### src/rtl/fetch_stage_if.sv
// rtl/fetch_stage_if.sv - instruction memory request/response bundle for fetch_stage
//
// Ports (signals):
//   imem_en     request strobe, one cycle per request (master drives)
//   imem_addr   request address (master drives)
//   imem_rdata  returned instruction word (slave drives)
//   imem_valid  one-cycle response strobe (slave drives)
// Modports: master (fetch side), slave (memory side).
interface fetch_stage_if;
  logic        imem_en;
  logic [31:0] imem_addr;
  logic [31:0] imem_rdata;
  logic        imem_valid;

  modport master (
    output imem_en,
    output imem_addr,
    input  imem_rdata,
    input  imem_valid
  );

  modport slave (
    input  imem_en,
    input  imem_addr,
    output imem_rdata,
    output imem_valid
  );
endinterface

### src/rtl/fetch_stage.sv
// rtl/fetch_stage.sv - MIPS instruction fetch stage with one-entry buffer and IF/ID register
//
// Owns the fetch PC, issues one outstanding request at a time to instruction
// memory, buffers the returned word in a single-entry ibuf, and drives the
// IF/ID pipeline register. Redirects from decode squash any in-flight fetch.
//
// Optional feature macro: FETCH_ALIGN_CHECK_EN (misaligned-PC detection,
// adds the adelD output).
//
// Ports:
//   clka                 core clock, rising edge
//   rst                  synchronous active-high reset
//   stallF / stallD      hazard-unit stalls (issue block / IF/ID hold)
//   flushD               IF/ID loads a bubble; wins over stallD
//   pcsrcD / pcbranchD   taken branch and its target
//   jumpD / pcjumpD      jump and its target; wins over pcsrcD
//   imem                 instruction memory bus (fetch_stage_if.master)
//   instrD, pcD, pcplus4D, validD   IF/ID register contents
//   fetch_busy           a request is outstanding (WAIT or DROP)
//   adelD                address-error flag for IF/ID (FETCH_ALIGN_CHECK_EN only)
module fetch_stage #(
  parameter logic [31:0] RESET_PC  = 32'hBFC0_0000,
  parameter logic [31:0] NOP_INSTR = 32'h0000_0000
) (
  input  logic                 clka,
  input  logic                 rst,
  input  logic                 stallF,
  input  logic                 stallD,
  input  logic                 flushD,
  input  logic                 pcsrcD,
  input  logic [31:0]          pcbranchD,
  input  logic                 jumpD,
  input  logic [31:0]          pcjumpD,
  fetch_stage_if.master        imem,
  output logic [31:0]          instrD,
  output logic [31:0]          pcD,
  output logic [31:0]          pcplus4D,
  output logic                 validD,
  output logic                 fetch_busy
`ifdef FETCH_ALIGN_CHECK_EN
  ,
  output logic                 adelD
`endif
);

  typedef enum logic [1:0] {
    IDLE = 2'd0,
    WAIT = 2'd1,
    DROP = 2'd2
  } state_t;

  state_t      state;
  state_t      state_nxt;
  logic [31:0] pc_f;
  logic [31:0] pc_f_nxt;

  logic        ibuf_valid;
  logic        ibuf_valid_nxt;
  logic [31:0] ibuf_pc;
  logic [31:0] ibuf_pc_nxt;
  logic [31:0] ibuf_instr;
  logic [31:0] ibuf_instr_nxt;

  logic        redirect;
  logic [31:0] redirect_target;
  logic        drain;
  logic        ibuf_space;
  logic        can_issue;
  logic        issue;
  logic        req_en;

  assign redirect        = jumpD | pcsrcD;
  assign redirect_target = jumpD ? pcjumpD : pcbranchD;

  // The buffered word leaves ibuf whenever IF/ID is not held. Under flushD
  // with stallD low it still leaves (and is lost to the bubble).
  assign drain      = ibuf_valid & ~stallD;
  assign ibuf_space = ~ibuf_valid | drain;
  assign can_issue  = (state == IDLE) & ~stallF & ~redirect & ibuf_space;

`ifdef FETCH_ALIGN_CHECK_EN
  logic ibuf_adel;
  logic ibuf_adel_nxt;
  logic misaligned;
  logic adel_load;

  assign misaligned = (pc_f[1:0] != 2'b00);
  assign issue      = can_issue & ~misaligned;
  // A misaligned PC never reaches memory; the error is handed to decode
  // through ibuf and the PC parks here until decode redirects.
  assign adel_load  = can_issue & misaligned;
`else
  assign issue = can_issue;
`endif

  always_comb begin
    state_nxt      = state;
    pc_f_nxt       = pc_f;
    ibuf_valid_nxt = ibuf_valid;
    ibuf_pc_nxt    = ibuf_pc;
    ibuf_instr_nxt = ibuf_instr;
    req_en         = 1'b0;
`ifdef FETCH_ALIGN_CHECK_EN
    ibuf_adel_nxt  = ibuf_adel;
`endif

    if (drain) begin
      ibuf_valid_nxt = 1'b0;
    end

    case (state)
      IDLE: begin
        if (issue) begin
          req_en    = 1'b1;
          state_nxt = WAIT;
        end
`ifdef FETCH_ALIGN_CHECK_EN
        if (adel_load) begin
          ibuf_valid_nxt = 1'b1;
          ibuf_pc_nxt    = pc_f;
          ibuf_instr_nxt = NOP_INSTR;
          ibuf_adel_nxt  = 1'b1;
        end
`endif
      end
      WAIT: begin
        if (imem.imem_valid) begin
          state_nxt = IDLE;
          // A response coinciding with a redirect belongs to the old path.
          if (!redirect) begin
            ibuf_valid_nxt = 1'b1;
            ibuf_pc_nxt    = pc_f;
            ibuf_instr_nxt = imem.imem_rdata;
            pc_f_nxt       = pc_f + 32'd4;
`ifdef FETCH_ALIGN_CHECK_EN
            ibuf_adel_nxt  = 1'b0;
`endif
          end
        end else if (redirect) begin
          // Response still owed by memory; swallow it when it shows up.
          state_nxt = DROP;
        end
      end
      DROP: begin
        if (imem.imem_valid) begin
          state_nxt = IDLE;
        end
      end
      default: begin
        state_nxt = IDLE;
      end
    endcase

    // Redirect overrides the PC and squashes ibuf whatever the state or stalls.
    if (redirect) begin
      pc_f_nxt       = redirect_target;
      ibuf_valid_nxt = 1'b0;
    end
  end

  assign imem.imem_en   = req_en & ~rst;
  assign imem.imem_addr = pc_f;

  always_ff @(posedge clka) begin
    if (rst) begin
      state      <= IDLE;
      pc_f       <= RESET_PC;
      ibuf_valid <= 1'b0;
      ibuf_pc    <= 32'd0;
      ibuf_instr <= NOP_INSTR;
      fetch_busy <= 1'b0;
    end else begin
      state      <= state_nxt;
      pc_f       <= pc_f_nxt;
      ibuf_valid <= ibuf_valid_nxt;
      ibuf_pc    <= ibuf_pc_nxt;
      ibuf_instr <= ibuf_instr_nxt;
      fetch_busy <= (state_nxt != IDLE);
    end
  end

  // IF/ID register: flush, then stall, then load from ibuf, else bubble.
  always_ff @(posedge clka) begin
    if (rst || flushD) begin
      instrD   <= NOP_INSTR;
      pcD      <= 32'd0;
      pcplus4D <= 32'd0;
      validD   <= 1'b0;
    end else if (stallD) begin
      instrD   <= instrD;
      pcD      <= pcD;
      pcplus4D <= pcplus4D;
      validD   <= validD;
    end else if (ibuf_valid) begin
      instrD   <= ibuf_instr;
      pcD      <= ibuf_pc;
      pcplus4D <= ibuf_pc + 32'd4;
      validD   <= 1'b1;
    end else begin
      instrD   <= NOP_INSTR;
      pcD      <= 32'd0;
      pcplus4D <= 32'd0;
      validD   <= 1'b0;
    end
  end

`ifdef FETCH_ALIGN_CHECK_EN
  always_ff @(posedge clka) begin
    if (rst) begin
      ibuf_adel <= 1'b0;
      adelD     <= 1'b0;
    end else begin
      ibuf_adel <= ibuf_adel_nxt;
      if (flushD) begin
        adelD <= 1'b0;
      end else if (stallD) begin
        adelD <= adelD;
      end else if (ibuf_valid) begin
        adelD <= ibuf_adel;
      end else begin
        adelD <= 1'b0;
      end
    end
  end
`endif

endmodule

### src/flat_wrapper.sv
// flat-port wrapper written by rule: the top's interface ports become plain ports
module fetch_stage_flat 
#(
  parameter logic [31:0] RESET_PC  = 32'hBFC0_0000,
  parameter logic [31:0] NOP_INSTR = 32'h0000_0000
)
  (clka, rst, stallF, stallD, flushD, pcsrcD, pcbranchD, jumpD, pcjumpD, instrD, pcD, pcplus4D, validD, fetch_busy, imem_imem_en, imem_imem_addr, imem_imem_rdata, imem_imem_valid);
  fetch_stage_if imem_i ();
  input  logic clka;
  input  logic rst;
  input  logic stallF;
  input  logic stallD;
  input  logic flushD;
  input  logic pcsrcD;
  input  logic [31:0] pcbranchD;
  input  logic jumpD;
  input  logic [31:0] pcjumpD;
  output logic [31:0] instrD;
  output logic [31:0] pcD;
  output logic [31:0] pcplus4D;
  output logic validD;
  output logic fetch_busy;
  output wire logic [$bits(imem_i.imem_en)-1:0] imem_imem_en;
  output wire logic [$bits(imem_i.imem_addr)-1:0] imem_imem_addr;
  input wire logic [$bits(imem_i.imem_rdata)-1:0] imem_imem_rdata;
  input wire logic [$bits(imem_i.imem_valid)-1:0] imem_imem_valid;
  assign imem_imem_en = imem_i.imem_en;
  assign imem_imem_addr = imem_i.imem_addr;
  assign imem_i.imem_rdata = imem_imem_rdata;
  assign imem_i.imem_valid = imem_imem_valid;
  fetch_stage #(.RESET_PC(RESET_PC), .NOP_INSTR(NOP_INSTR)) u_core (.clka(clka), .rst(rst), .stallF(stallF), .stallD(stallD), .flushD(flushD), .pcsrcD(pcsrcD), .pcbranchD(pcbranchD), .jumpD(jumpD), .pcjumpD(pcjumpD), .imem(imem_i), .instrD(instrD), .pcD(pcD), .pcplus4D(pcplus4D), .validD(validD), .fetch_busy(fetch_busy));
endmodule
### config.mk
export PLATFORM = sky130hd
export DESIGN_NAME = fetch_stage_flat
export DESIGN_NICKNAME = d
export VERILOG_FILES = /design/src/rtl/fetch_stage_if.sv /design/src/rtl/fetch_stage.sv /design/src/flat_wrapper.sv
export SDC_FILE = /design/constraint.sdc
export NUM_CORES = 1
export LEC_CHECK = 0
export CORE_UTILIZATION = 48
export DETAILED_ROUTE_END_ITERATION = 12
export PLACE_DENSITY_LB_ADDON = 0.2
export SYNTH_ARGS = -nofsm -noshare
export SYNTH_HDL_FRONTEND = slang
export SYNTH_SLANG_ARGS = --single-unit
### constraint.sdc
create_clock -name clka -period 2.6 [get_ports clka]
set_input_delay 0.52 -clock clka [delete_from_list [all_inputs] [get_ports clka]]
set_output_delay 0.52 -clock clka [all_outputs]
set_load 0.02 [all_outputs]
==> metrics.log <==
INFO  metric combined_area_of_the_multi_input_logic_cells = 0.00393 mm2
INFO  metric synth_warnings = 0
INFO  metric place_hpwl = 17500 um
INFO  metric cp_cell_sequence = nand2_1 > or4_1 > o41ai_1 > nor2_1 > a2111o_1
INFO  metric layoutNonFillerInstCount = 1459
INFO  metric synthesis.nets = 1116
INFO  metric clock_tree_buffer_depth = 2
INFO  metric post-route-min-period = 2.22 ns
INFO  metric clock_skew = 0.0138 ns
INFO  metric slew-limit-headroom = 60.7%
INFO  metric ys_ff_latch = 195
INFO  metric timing.final.hold_violations = 0
INFO  metric clock_insertion_delay_worst_skew = 0.43 ns
INFO  metric status = finished clean
INFO  metric io_pins = 235
INFO  metric power.leakage = 3.81 nW
INFO  metric yosys.cell_types.count = 62
INFO  metric clk_pin_slew = 0.07 ns
INFO  metric reg2reg_depth = 5
INFO  metric die_width = 133 um
INFO  metric dr.pass1.iters = 5
INFO  metric hold_ws = 0.453 ns
INFO  metric detailedRoute.firstIterationViolations = 683
INFO  metric min_delay_path_depth = 2
INFO  metric comb_power_share = 9.8%
INFO  metric synthTopCellsByArea = sky130_fd_sc_hd__dfxtp_1, sky130_fd_sc_hd__nand2_1, sky130_fd_sc_hd__a22oi_1
INFO  metric mostFrequentLayoutCell = sky130_fd_sc_hd__clkdlybuf4s50_1
INFO  metric cts_root_buffer = sky130_fd_sc_hd__clkbuf_16
INFO  metric p_sw = 0.00154 W
INFO  metric cts_hold_buffers = 0
INFO  metric finalSetupViolCount = 0
INFO  metric synth_top_flop_cell = sky130_fd_sc_hd__dfxtp_1
INFO  metric final_min_period_over_clock_period = 85.4%
INFO  metric final_layout_size_suffix_gt1_share = 7.43%
INFO  metric crit_path_max_incr_delay = 0.74 ns
INFO  metric power_frac_clock = 41.7%
INFO  metric timing_max_transition_violations_final = 0
INFO  metric power_report.internal_total = 0.00481 W
INFO  metric io_buffer_count = 234
INFO  metric swShare = 24.3%
INFO  metric holdCritPathClass = reg -> reg
INFO  metric synth_enable_flop_cells = 0
INFO  metric ant_nets = 0
INFO  metric timing.critical_path.slowest_stage_cell = sky130_fd_sc_hd__or4_1
INFO  metric wire_length_of_the_first_global_routing_pass = 39000 um
INFO  metric tritoncts = built
INFO  metric synth_cells = 1010
INFO  metric post_route_total_power = 0.00635 W
INFO  metric detail_route.wl_per_cell = 16.8 um
INFO  metric ys_seq_area_share = 47.4%
INFO  metric die_area = 0.0177 mm2
INFO  metric layout.cells.most_common_list = sky130_fd_sc_hd__clkdlybuf4s50_1, sky130_fd_sc_hd__dfxtp_1, sky130_fd_sc_hd__nand2_1
INFO  metric netlist_area = 0.00823 mm2
INFO  metric setup_repair_after_global_routing_missed_its_margin = false
INFO  metric core = 0.0166 mm2
INFO  metric die_height = 133 um
INFO  metric antenna_found_initial = 0
INFO  metric seq_power_share = 48.5%
INFO  metric vias_in_the_first_global_route = 7621
INFO  metric arrival = 2.53 ns
INFO  metric critPathKind = reg -> reg
INFO  metric critical_path_required = 2.91 ns
INFO  metric groute.usage.overall = 27.8%
INFO  metric pre_cts_ws = 0.0255 ns
INFO  metric routed_vias = 8229
INFO  metric grt_start_max_net_pins = 54
INFO  metric setup.worst_path.end_class = flop
INFO  metric tritoncts_num_sinks = 195
INFO  metric seq_area = 0.00390 mm2
INFO  metric maxClockFrequency = 450 MHz
INFO  metric postLayoutSetupSlackWorst = 0.380 ns
INFO  metric wirelength = 24500 um
INFO  metric netlist.top_cell.by_area = sky130_fd_sc_hd__dfxtp_1
INFO  metric tns = 0 ns
INFO  metric cts_max_level = 4
INFO  metric grt_overflow_total = 0
INFO  metric avgViaCountPerCell = 5.64
INFO  metric std_cell_rows = 47
INFO  metric netlist.area_leader.share = 47.4%
INFO  metric numCtsBuffers = 17
INFO  metric avgSynthCellArea = 8.15 um2
INFO  metric start_util = 49.5%
INFO  metric critPathLaunchType = flop
INFO  metric design.final.nets = 1332
INFO  metric gp_congestion = 0.883
INFO  metric critical_path.max_fanout = 10
INFO  metric cap_violations = 0
INFO  metric syn2layout_area_growth = 39.9%
INFO  metric cts.repair_timing.setup_buffer_count = 0
INFO  metric worst_slew_pin_slew = 0.590 ns
INFO  metric p_per_area = 551 mW/mm2
INFO  metric asyncSetResetFlopFracSynth = 0%
INFO  metric fillerInstances = 1417
INFO  metric diodes = 0
INFO  metric vdd_ir_drop_max = 0.486 mV
INFO  metric detail_route.drc_violations = 0
INFO  metric place.detailed.instances = 1427
-- state kept, by name, indices dropped and copies added, names as in the netlist --
register,cells
u_core.ibuf_instr,32
u_core.ibuf_pc,32
u_core.imem.imem_addr,32
u_core.instrD,32
u_core.pcplus4D,32
u_core.pcD,30
u_core.state,2
u_core.fetch_busy,1
u_core.ibuf_valid,1
u_core.validD,1
-- cells in the mapped netlist, drive strengths merged (2+ instances only) --
master  number
o31a         2
a22o         2
a21oi       91
a211oi       8
nor2       108
nand3       20
or2          3
a222oi       3
dfxtp      195
or4          6
clkbuf      67
o31ai        2
xnor2       29
ha           2
and4         8
and3         7
nor4        12
or3          3
xor2         7
o22a         2
buf         17
a2111o       2
nand3b       2
nand4       15
nand4b       2
nor3        27
a21o         2
o211ai       4
nand2      188
inv         13
o21ai       43
nor2b        2
a22oi       79
a221oi       2
o22ai        8
o21a         4
mux2i        8
-- cell families after synthesis --
logic type | Yosys count | share of synthesized area, %
simple gates | 407 | 22.0
compound gates | 265 | 20.5
flops | 195 | 47.4
buf+inv | 97 | 5.05
xor+xnor | 36 | 3.83
mux | 8 | 0.973
fa+ha+maj | 2 | 0.304
-- area by class of cell --
| class | count | share of cell area [%] |
|---|---|---|
| flip-flops and latches | 195 | 33.9 |
| repair buffers | 281 | 24.0 |
| inverters | 13 | 0.424 |
| well taps | 220 | 2.39 |
| clock inverters | 12 | 1.27 |
| clock buffers | 20 | 3.88 |
| multi-input cells | 718 | 34.1 |
-- worst paths after layout --
| path | from | end | slack (ns) |
|---|---|---|---|
| setup / recovery | u_core.imem.imem_addr[15]$_SDFFE_PP0P_ | u_core.imem.imem_addr[28]$_SDFFE_PP1P_ | 0.38 |
| hold reg to reg | u_core.ibuf_instr[2]$_SDFFE_PP0P_ | u_core.ibuf_instr[2]$_SDFFE_PP0P_ | 0.45 |
| setup reg to reg | u_core.imem.imem_addr[15]$_SDFFE_PP0P_ | u_core.imem.imem_addr[28]$_SDFFE_PP1P_ | 0.38 |
| hold / removal | u_core.ibuf_instr[2]$_SDFFE_PP0P_ | u_core.ibuf_instr[2]$_SDFFE_PP0P_ | 0.45 |
-- power by group through the flow --
stage / Clock, W / Sequential (W) / Combinational, W
global placement: 0 / 0.00315 / 0.000612
detailed placement: 0 / 0.00315 / 0.000614
finish: 0.00265 / 0.00308 / 0.000619
CTS: 0.00268 / 0.00308 / 0.000617
global route: 0.00281 / 0.00308 / 0.000665
floorplan: 0 / 0.00318 / 0.000237
-- metrics by stage --
stage	instance area [um2]	util, %
CTS	11500	69.2
global route	11500	69.2
detailed placement	10900	65.6
finish	11500	69.2
global placement	10900	65.6
floorplan	8230	-
-- worst max-delay path, delay by kind of cell, from the launching register on --
family	cells	cell delay (ns)
AND/OR/NAND/NOR	3	0.99
AO/OA/AOI/OAI	2	0.66
flip-flops	1	0.44
-- layer usage --
layer  up-vias  GRT usage [%]  share of wire, %
met2       354           44.2                46
met5         -              0                 0
met3        40           7.36               8.2
li1       3983              -                 -
met1      3852           36.3                43
met4         0           9.90               2.3
-- what timing repair did --
action,in CTS,in global routing
endpoints found under the setup margin,0,1
gates resized for setup,0,1
hold endpoints to repair,0,0
Power figures use the tool's default switching activity.
